**config.mk**
```make
export PLATFORM = sky130hd
export DESIGN_NAME = exdes_icrc_chk_sched_flat
export DESIGN_NICKNAME = d
export VERILOG_FILES = /design/src/rtl/exdes_icrc_chk_sched_pkg.sv /design/src/rtl/exdes_icrc_chk_sched_if.sv /design/src/rtl/exdes_icrc_tag_tbl.sv /design/src/rtl/exdes_icrc_chk_sched.sv /design/src/flat_wrapper.sv
export SDC_FILE = /design/constraint.sdc
export NUM_CORES = 1
export LEC_CHECK = 0
export BUFFER_PORTS_ARGS = -buffer_cell sky130_fd_sc_hd__buf_2
export CAP_MARGIN = 20
export CORE_AREA = 2 2 479 481
export DETAILED_ROUTE_END_ITERATION = 6
export DIE_AREA = 0 0 481 483
export GPL_ROUTABILITY_DRIVEN = 0
export PLACE_DENSITY = 0.39
export SYNTH_ARGS = -nofsm -noshare
export SYNTH_HDL_FRONTEND = slang
export SYNTH_HIERARCHICAL = 1
export SYNTH_SLANG_ARGS = --single-unit
```
**constraint.sdc**
```tcl
create_clock -name clk -period 3.32 [get_ports clk]
set_clock_uncertainty 0.2 [all_clocks]
set_input_delay 0.332 -clock clk [delete_from_list [all_inputs] [get_ports clk]]
set_output_delay 0.332 -clock clk [all_outputs]
set_load 0.02 [all_outputs]
```
**src/rtl/exdes_icrc_chk_sched_pkg.sv**
```systemverilog
// Shared definitions for the ICRC check scheduler.
// Holds the receive FSM state encoding, the data/keep bus widths, the
// statistics counter width and a saturating increment helper.
package exdes_icrc_chk_sched_pkg;

  localparam int DATA_W = 512;
  localparam int KEEP_W = 64;
  localparam int CNT_W  = 32;

  typedef enum logic {
    ST_SOP = 1'b0,
    ST_MID = 1'b1
  } rx_state_e;

  // Statistics counters stick at all-ones instead of wrapping.
  function automatic logic [CNT_W-1:0] sat_inc(input logic [CNT_W-1:0] v);
    return (&v) ? v : v + 1'b1;
  endfunction

endpackage

```
**src/rtl/exdes_icrc_chk_sched_if.sv**
```systemverilog
// Signal bundle for the ICRC check scheduler.
//   s_*  : receive stream from the MAC (data, keep, valid, last, ready)
//   c_*  : registered beat feed to the ICRC calculator, tagged with c_pkt
//   r_*  : result strobe returned by the calculator for a tag
//   v_*  : in-order verdict handshake
//   unexp, pkt_cnt, err_cnt : status and statistics
// slave  : the scheduler side
// master : the environment side (MAC, calculator, verdict consumer)
interface exdes_icrc_chk_sched_if #(
  parameter int C_PKT_NUM_WIDTH = 3
) ();

  logic [exdes_icrc_chk_sched_pkg::DATA_W-1:0] s_tdata;
  logic [exdes_icrc_chk_sched_pkg::KEEP_W-1:0] s_tkeep;
  logic                                        s_tvalid;
  logic                                        s_tlast;
  logic                                        s_tready;

  logic [exdes_icrc_chk_sched_pkg::DATA_W-1:0] c_data;
  logic [exdes_icrc_chk_sched_pkg::KEEP_W-1:0] c_keep;
  logic                                        c_valid;
  logic                                        c_first;
  logic                                        c_last;
  logic [C_PKT_NUM_WIDTH-1:0]                  c_pkt;

  logic [C_PKT_NUM_WIDTH-1:0]                  r_pkt;
  logic                                        r_err;
  logic                                        r_valid;

  logic                                        v_valid;
  logic                                        v_ready;
  logic                                        v_pass;
  logic [C_PKT_NUM_WIDTH-1:0]                  v_pkt;

  logic                                        unexp;
  logic [exdes_icrc_chk_sched_pkg::CNT_W-1:0]  pkt_cnt;
  logic [exdes_icrc_chk_sched_pkg::CNT_W-1:0]  err_cnt;

  modport slave (
    input  s_tdata, s_tkeep, s_tvalid, s_tlast,
    output s_tready,
    output c_data, c_keep, c_valid, c_first, c_last, c_pkt,
    input  r_pkt, r_err, r_valid,
    output v_valid, v_pass, v_pkt,
    input  v_ready,
    output unexp, pkt_cnt, err_cnt
  );

  modport master (
    output s_tdata, s_tkeep, s_tvalid, s_tlast,
    input  s_tready,
    input  c_data, c_keep, c_valid, c_first, c_last, c_pkt,
    output r_pkt, r_err, r_valid,
    input  v_valid, v_pass, v_pkt,
    output v_ready,
    input  unexp, pkt_cnt, err_cnt
  );

endinterface

```
**src/rtl/exdes_icrc_tag_tbl.sv**
```systemverilog
// Per-tag status table and in-order verdict release.
// Ports:
//   alloc/alloc_tag         : new packet takes a tag (sets busy, clears done/err)
//   r_valid/r_pkt/r_err     : calculator result for a tag
//   v_valid/v_ready/v_pass/v_pkt : verdict for the oldest outstanding tag
//   full                    : every tag is outstanding
//   unexp                   : sticky, a result hit a free or already-done tag
//   pkt_cnt/err_cnt         : saturating verdict statistics
module exdes_icrc_tag_tbl
  import exdes_icrc_chk_sched_pkg::*;
#(
  parameter int C_PKT_NUM_WIDTH = 3
) (
  input  logic                       clk,
  input  logic                       rst_n,
  input  logic                       alloc,
  input  logic [C_PKT_NUM_WIDTH-1:0] alloc_tag,
  input  logic                       r_valid,
  input  logic [C_PKT_NUM_WIDTH-1:0] r_pkt,
  input  logic                       r_err,
  input  logic                       v_ready,
  output logic                       full,
  output logic                       v_valid,
  output logic                       v_pass,
  output logic [C_PKT_NUM_WIDTH-1:0] v_pkt,
  output logic                       unexp,
  output logic [CNT_W-1:0]           pkt_cnt,
  output logic [CNT_W-1:0]           err_cnt
);

  localparam int POOL = 1 << C_PKT_NUM_WIDTH;

  logic [POOL-1:0]            busy_q, busy_d;
  logic [POOL-1:0]            done_q, done_d;
  logic [POOL-1:0]            err_q, err_d;
  logic [C_PKT_NUM_WIDTH-1:0] rd_ptr_q, rd_ptr_d;
  logic [C_PKT_NUM_WIDTH:0]   out_cnt_q, out_cnt_d;
  logic                       unexp_q, unexp_d;
  logic [CNT_W-1:0]           pkt_cnt_q, pkt_cnt_d;
  logic [CNT_W-1:0]           err_cnt_q, err_cnt_d;
  logic                       rel;

  assign full    = (out_cnt_q == (C_PKT_NUM_WIDTH+1)'(POOL));
  assign v_valid = done_q[rd_ptr_q];
  assign v_pass  = ~err_q[rd_ptr_q];
  assign v_pkt   = rd_ptr_q;
  assign unexp   = unexp_q;
  assign pkt_cnt = pkt_cnt_q;
  assign err_cnt = err_cnt_q;

  // Release looks only at registered state, so a result landing on the
  // head tag this cycle is released no earlier than next cycle.
  assign rel = v_valid & v_ready;

  always_comb begin
    busy_d    = busy_q;
    done_d    = done_q;
    err_d     = err_q;
    rd_ptr_d  = rd_ptr_q;
    out_cnt_d = out_cnt_q;
    unexp_d   = unexp_q;
    pkt_cnt_d = pkt_cnt_q;
    err_cnt_d = err_cnt_q;

    if (r_valid) begin
      if (busy_q[r_pkt] && !done_q[r_pkt]) begin
        done_d[r_pkt] = 1'b1;
        err_d[r_pkt]  = r_err;
      end else begin
        unexp_d = 1'b1;
      end
    end

    if (rel) begin
      busy_d[rd_ptr_q] = 1'b0;
      done_d[rd_ptr_q] = 1'b0;
      rd_ptr_d         = rd_ptr_q + 1'b1;
      pkt_cnt_d        = sat_inc(pkt_cnt_q);
      if (err_q[rd_ptr_q]) err_cnt_d = sat_inc(err_cnt_q);
    end

    // A tag can only be allocated while free, so it never collides with
    // the head being released or with a legal result in the same cycle.
    if (alloc) begin
      busy_d[alloc_tag] = 1'b1;
      done_d[alloc_tag] = 1'b0;
      err_d[alloc_tag]  = 1'b0;
    end

    case ({alloc, rel})
      2'b10:   out_cnt_d = out_cnt_q + 1'b1;
      2'b01:   out_cnt_d = out_cnt_q - 1'b1;
      default: out_cnt_d = out_cnt_q;
    endcase
  end

  always_ff @(posedge clk or negedge rst_n) begin
    if (!rst_n) begin
      busy_q    <= '0;
      done_q    <= '0;
      err_q     <= '0;
      rd_ptr_q  <= '0;
      out_cnt_q <= '0;
      unexp_q   <= 1'b0;
      pkt_cnt_q <= '0;
      err_cnt_q <= '0;
    end else begin
      busy_q    <= busy_d;
      done_q    <= done_d;
      err_q     <= err_d;
      rd_ptr_q  <= rd_ptr_d;
      out_cnt_q <= out_cnt_d;
      unexp_q   <= unexp_d;
      pkt_cnt_q <= pkt_cnt_d;
      err_cnt_q <= err_cnt_d;
    end
  end

endmodule

```
**src/rtl/exdes_icrc_chk_sched.sv**
```systemverilog
// ICRC check scheduler top.
// Accepts packets from the MAC, tags each one from a pool of
// 2^C_PKT_NUM_WIDTH, forwards beats to the ICRC calculator one cycle later,
// collects out-of-order results and releases verdicts in arrival order.
// Ports: clk, rst_n (async active-low), bus (slave side of the interface).
//
// state  | meaning
// -------+----------------------------------------------------------
// ST_SOP | waiting for the first beat of a packet (may stall when full)
// ST_MID | inside a packet; beats always accepted until s_tlast
module exdes_icrc_chk_sched
  import exdes_icrc_chk_sched_pkg::*;
#(
  parameter int C_PKT_NUM_WIDTH = 3
) (
  input  logic                   clk,
  input  logic                   rst_n,
  exdes_icrc_chk_sched_if.slave  bus
);

  rx_state_e                  state_q, state_d;
  logic [C_PKT_NUM_WIDTH-1:0] wr_ptr_q, wr_ptr_d;
  logic [C_PKT_NUM_WIDTH-1:0] cur_tag_q, cur_tag_d;

  logic [DATA_W-1:0]          c_data_q, c_data_d;
  logic [KEEP_W-1:0]          c_keep_q, c_keep_d;
  logic                       c_valid_q, c_valid_d;
  logic                       c_first_q, c_first_d;
  logic                       c_last_q, c_last_d;
  logic [C_PKT_NUM_WIDTH-1:0] c_pkt_q, c_pkt_d;

  logic                       full;
  logic                       s_tready;
  logic                       accept;
  logic                       sop_acc;
  logic [C_PKT_NUM_WIDTH-1:0] beat_tag;

  // Stall only at a packet boundary, never mid-packet.
  assign s_tready = !((state_q == ST_SOP) && full);
  assign accept   = bus.s_tvalid & s_tready;
  assign sop_acc  = accept & (state_q == ST_SOP);
  assign beat_tag = (state_q == ST_SOP) ? wr_ptr_q : cur_tag_q;

  always_comb begin
    state_d   = state_q;
    wr_ptr_d  = wr_ptr_q;
    cur_tag_d = cur_tag_q;
    c_data_d  = c_data_q;
    c_keep_d  = c_keep_q;
    c_pkt_d   = c_pkt_q;
    c_valid_d = accept;
    c_first_d = sop_acc;
    c_last_d  = accept & bus.s_tlast;

    if (accept) begin
      c_data_d = bus.s_tdata;
      c_keep_d = bus.s_tkeep;
      c_pkt_d  = beat_tag;
      state_d  = bus.s_tlast ? ST_SOP : ST_MID;
    end

    if (sop_acc) begin
      cur_tag_d = wr_ptr_q;
      wr_ptr_d  = wr_ptr_q + 1'b1;
    end
  end

  always_ff @(posedge clk or negedge rst_n) begin
    if (!rst_n) begin
      state_q   <= ST_SOP;
      wr_ptr_q  <= '0;
      cur_tag_q <= '0;
      c_data_q  <= '0;
      c_keep_q  <= '0;
      c_valid_q <= 1'b0;
      c_first_q <= 1'b0;
      c_last_q  <= 1'b0;
      c_pkt_q   <= '0;
    end else begin
      state_q   <= state_d;
      wr_ptr_q  <= wr_ptr_d;
      cur_tag_q <= cur_tag_d;
      c_data_q  <= c_data_d;
      c_keep_q  <= c_keep_d;
      c_valid_q <= c_valid_d;
      c_first_q <= c_first_d;
      c_last_q  <= c_last_d;
      c_pkt_q   <= c_pkt_d;
    end
  end

  assign bus.s_tready = s_tready;
  assign bus.c_data   = c_data_q;
  assign bus.c_keep   = c_keep_q;
  assign bus.c_valid  = c_valid_q;
  assign bus.c_first  = c_first_q;
  assign bus.c_last   = c_last_q;
  assign bus.c_pkt    = c_pkt_q;

  exdes_icrc_tag_tbl #(
    .C_PKT_NUM_WIDTH (C_PKT_NUM_WIDTH)
  ) u_tag_tbl (
    .clk       (clk),
    .rst_n     (rst_n),
    .alloc     (sop_acc),
    .alloc_tag (wr_ptr_q),
    .r_valid   (bus.r_valid),
    .r_pkt     (bus.r_pkt),
    .r_err     (bus.r_err),
    .v_ready   (bus.v_ready),
    .full      (full),
    .v_valid   (bus.v_valid),
    .v_pass    (bus.v_pass),
    .v_pkt     (bus.v_pkt),
    .unexp     (bus.unexp),
    .pkt_cnt   (bus.pkt_cnt),
    .err_cnt   (bus.err_cnt)
  );

endmodule

```
**src/flat_wrapper.sv**
```systemverilog
// flat-port wrapper written by rule: the top's interface ports become plain ports
module exdes_icrc_chk_sched_flat import exdes_icrc_chk_sched_pkg::*;
#(
  parameter int C_PKT_NUM_WIDTH = 3
)
  (clk, rst_n, bus_s_tdata, bus_s_tkeep, bus_s_tvalid, bus_s_tlast, bus_s_tready, bus_c_data, bus_c_keep, bus_c_valid, bus_c_first, bus_c_last, bus_c_pkt, bus_r_pkt, bus_r_err, bus_r_valid, bus_v_valid, bus_v_pass, bus_v_pkt, bus_v_ready, bus_unexp, bus_pkt_cnt, bus_err_cnt);
  exdes_icrc_chk_sched_if #(.C_PKT_NUM_WIDTH(C_PKT_NUM_WIDTH)) bus_i ();
  input  logic clk;
  input  logic rst_n;
  input wire logic [$bits(bus_i.s_tdata)-1:0] bus_s_tdata;
  input wire logic [$bits(bus_i.s_tkeep)-1:0] bus_s_tkeep;
  input wire logic [$bits(bus_i.s_tvalid)-1:0] bus_s_tvalid;
  input wire logic [$bits(bus_i.s_tlast)-1:0] bus_s_tlast;
  output wire logic [$bits(bus_i.s_tready)-1:0] bus_s_tready;
  output wire logic [$bits(bus_i.c_data)-1:0] bus_c_data;
  output wire logic [$bits(bus_i.c_keep)-1:0] bus_c_keep;
  output wire logic [$bits(bus_i.c_valid)-1:0] bus_c_valid;
  output wire logic [$bits(bus_i.c_first)-1:0] bus_c_first;
  output wire logic [$bits(bus_i.c_last)-1:0] bus_c_last;
  output wire logic [$bits(bus_i.c_pkt)-1:0] bus_c_pkt;
  input wire logic [$bits(bus_i.r_pkt)-1:0] bus_r_pkt;
  input wire logic [$bits(bus_i.r_err)-1:0] bus_r_err;
  input wire logic [$bits(bus_i.r_valid)-1:0] bus_r_valid;
  output wire logic [$bits(bus_i.v_valid)-1:0] bus_v_valid;
  output wire logic [$bits(bus_i.v_pass)-1:0] bus_v_pass;
  output wire logic [$bits(bus_i.v_pkt)-1:0] bus_v_pkt;
  input wire logic [$bits(bus_i.v_ready)-1:0] bus_v_ready;
  output wire logic [$bits(bus_i.unexp)-1:0] bus_unexp;
  output wire logic [$bits(bus_i.pkt_cnt)-1:0] bus_pkt_cnt;
  output wire logic [$bits(bus_i.err_cnt)-1:0] bus_err_cnt;
  assign bus_i.s_tdata = bus_s_tdata;
  assign bus_i.s_tkeep = bus_s_tkeep;
  assign bus_i.s_tvalid = bus_s_tvalid;
  assign bus_i.s_tlast = bus_s_tlast;
  assign bus_s_tready = bus_i.s_tready;
  assign bus_c_data = bus_i.c_data;
  assign bus_c_keep = bus_i.c_keep;
  assign bus_c_valid = bus_i.c_valid;
  assign bus_c_first = bus_i.c_first;
  assign bus_c_last = bus_i.c_last;
  assign bus_c_pkt = bus_i.c_pkt;
  assign bus_i.r_pkt = bus_r_pkt;
  assign bus_i.r_err = bus_r_err;
  assign bus_i.r_valid = bus_r_valid;
  assign bus_v_valid = bus_i.v_valid;
  assign bus_v_pass = bus_i.v_pass;
  assign bus_v_pkt = bus_i.v_pkt;
  assign bus_i.v_ready = bus_v_ready;
  assign bus_unexp = bus_i.unexp;
  assign bus_pkt_cnt = bus_i.pkt_cnt;
  assign bus_err_cnt = bus_i.err_cnt;
  exdes_icrc_chk_sched #(.C_PKT_NUM_WIDTH(C_PKT_NUM_WIDTH)) u_core (.clk(clk), .rst_n(rst_n), .bus(bus_i));
endmodule
```
==> run metrics <==
status finished clean; ys async rst share 1.00; GRT Total Usage 0.140; Hold Path Class input pin to async pin; setup TNS 0 ns; fmax 324 MHz; wire per inst 24.8 um; Ys Warns 6; Final ANT Viol Nets 0; prevailing post-synth register cell dfrtp_1; largest net degree at the start of global routing 77; endpoints failing setup 0; clock power share 0.355; clk_lat worst skew 0.72 ns; leak pwr 23.0 nW; Net Sw Frac 0.336; Synth area leader dfrtp_1; PD cells 613 nW/um^2; RSZ-0062 raised after global routing false; Hold Violations, Final 0; Starting Density 0.131; combinational power share 0.281; clock-pin slew on the worst setup and hold paths 0.06 ns; row count 175; switching component of the power 0.00996 W; filler instances 24.5k; number of CTS-inserted buffers 93; crit path kind flop to primary output; # DRC 0; required time worst endpoint 2.79 ns; Vias 23.3k; quantity of I/O buffers inserted on ports 1238; Sequential Power Share 0.364; Area Overhead vs Synth 63.6%; Internal 0.0197 W; Post-CTS Resized 0; syn nets 2349; Top Ports 1239; clk buf depth 3; share of cells above drive strength 1 0.553; Die Y-Extent 483 um; core area 227000 sq um; Post-synth EDFFs 0; NumNets Final 4275; Pwr Total 0.0297 W; antenna violations before repair 175; CP startpoint kind flop; top-area cell type share of the netlist area 0.579; CP max FO 8; Final min period 3.09 ns; CTS tree built; R2R depth 11; DR vias/cell 3.42; overflow left after global routing 0; Worst Setup End Kind primary output; CTS Hold Bufs 589; Post-CTS Setup Inserts 0; post-synth cell types 65; DR pass1 iterations 7; routed wire length 169000 um; Area contributors post-synth dfrtp_1 (58%), mux2_4 (25%), buf_12 (3.8%), mux2_2 (3.3%), xnor2_1 (1.5%); vias in the first global route 24.5k; MaxCap Viol Count 0; area of the mapped netlist 29600 sq um; htree depth 3; Post-Syn Instances 1756; slew margin rel. 0.399; Tcrit/Tclk final 0.931; worst slew pin tran 0.902 ns; Avg Inst Size Synth 16.9 sq um; Detail Placement HPWL 141000 um; VDD IR-drop max 0.347 mV; hold_ws 0.0842 ns; clk sinks 685; DRT iter0 DRCs 1006; Slew Limit Fails 0; CTS Root Cell clkbuf_16; first-pass GRT wire length 223000 um; post-synthesis sequential area ratio 0.579; DIE AREA 232000 sq um; WP data arrival 2.56 ns; Die Wd 481 um; FF+latch count, synth 685
-- state kept, by name, indices dropped and copies added, names as in the netlist --
signal	cells
u_core/bus.c_data	512
u_core/bus.c_keep	64
u_core/u_tag_tbl/err_cnt	32
u_core/u_tag_tbl/pkt_cnt	32
u_core/u_tag_tbl/busy_q	8
u_core/u_tag_tbl/done_q	8
u_core/u_tag_tbl/err_q	8
u_core/u_tag_tbl/out_cnt_q	4
u_core/bus.c_pkt	3
u_core/cur_tag_q	3
u_core/u_tag_tbl/v_pkt	3
u_core/wr_ptr_q	3
u_core/bus.c_first	1
u_core/bus.c_last	1
u_core/bus.c_valid	1
u_core/state_q	1
u_core/u_tag_tbl/unexp	1
-- layout by cell type (no fill, tap or decap), drive strengths merged, types with 5 or more instances in the layout --
cell            n
a21o            7
a21oi           8
and2           10
and3           22
and4            9
buf          1320
bufinv          9
clkbuf        124
clkinv         17
clkinvlp        9
dfrtp         685
diode          43
dlygate4sd3   589
ha              7
inv            18
mux2          587
mux2i          13
nand2          37
nand2b          9
nand3          43
nand4          35
nor2           40
nor3           14
nor3b           5
nor4            5
o21ai           5
or4             5
xnor2          51
xor2           19
-- power groups by stage --
| stage | Combinational, W | Clock (W) | Sequential [W] |
|---|---|---|---|
| 3_3_place_gp | 0.00781 | 0 | 0.0109 |
| 6_report | 0.00834 | 0.0105 | 0.0108 |
| 5_1_grt | 0.00887 | 0.0113 | 0.0110 |
| 2_1_floorplan | 0.00324 | 0 | 0.0120 |
| 3_5_place_dp | 0.00782 | 0 | 0.0109 |
| 4_1_cts | 0.00855 | 0.0110 | 0.0108 |
-- routing by layer --
metal	track usage	vias up	wire length (um)
met5	0	-	590
met4	0.0285	94	3640
met3	0.0645	309	18100
met2	0.236	1116	80200
met1	0.163	11500	66100
li1	-	10300	-
-- worst max-delay path, stage by stage, from the launching register on --
cell and delay (ns):
dfrtp_1 0.52, mux2_2 0.40, o22ai_1 0.57, nor2_1 0.16, buf_2 0.20
-- final timing paths --
kind,start,slack [ns],to
worst max-delay path,u_core/u_tag_tbl/v_pkt[2],0.23,bus_v_valid
worst min-delay path,rst_n,0.08,u_core/bus.c_data[15]
worst max register to register,u_core/u_tag_tbl/v_pkt[2],0.50,u_core/u_tag_tbl/out_cnt_q[2]
worst min register to register,u_core/u_tag_tbl/out_cnt_q[3],0.26,u_core/u_tag_tbl/out_cnt_q[3]
max in group asynchronous,rst_n,1.79,u_core/bus.c_data[232]
min in group clk,bus_s_tdata[107],0.16,u_core/bus.c_data[107]
-- cell usage after synthesis, drive strengths merged, types with 4 or more instances --
cell / instances
o21ai: 5
nand4: 35
o22ai: 4
nand2: 37
buf: 71
ha: 7
nor2b: 4
and2: 10
inv: 8
xnor2: 51
nor2: 40
nand3b: 4
or4: 5
clkbuf: 7
a21oi: 8
and4: 9
mux2i: 13
nand3: 43
nor4: 5
xor2: 19
dfrtp: 685
a31oi: 4
nor3b: 5
nand2b: 9
a311oi: 4
a21o: 7
and3: 22
mux2: 587
nor3: 14
-- layout make-up --
type	instances	area (sq um)	share of cell area
antenna	43	108	0.00222
clock buffer	124	2630	0.0542
clock inverter	45	571	0.0118
inverter	8	30.0	0.000620
multi-input combinational	985	11200	0.231
sequential	685	17100	0.354
tap	3009	3760	0.0777
timing repair buffer	1909	13000	0.268
-- cells by family after synthesis --
family	after synthesis	share of synthesized area
flip-flops	685	0.579
adder cells (fa/ha/maj)	7	0.00296
AND/OR/NAND/NOR	255	0.0489
AO/OA/AOI/OAI	51	0.0126
buffers and inverters	86	0.0436
multiplexers	602	0.292
XOR/XNOR	70	0.0207
-- per-stage QoR --
| stage | util | cells | setup slack, ns | area [sq um] |
|---|---|---|---|---|
| final | 0.214 | 6808 | 0.229 | 48400 |
| after floorplan | - | 1756 | 0.244 | 29600 |
| after CTS | 0.213 | 6765 | 0.0987 | 48300 |
| after detailed placement | 0.173 | 6007 | 0.480 | 39200 |
| after global routing | 0.213 | 6784 | 0.0362 | 48400 |
| after global placement | 0.173 | 6007 | 0.431 | 39200 |
No activity file was read; power rests on OpenSTA's default activity.
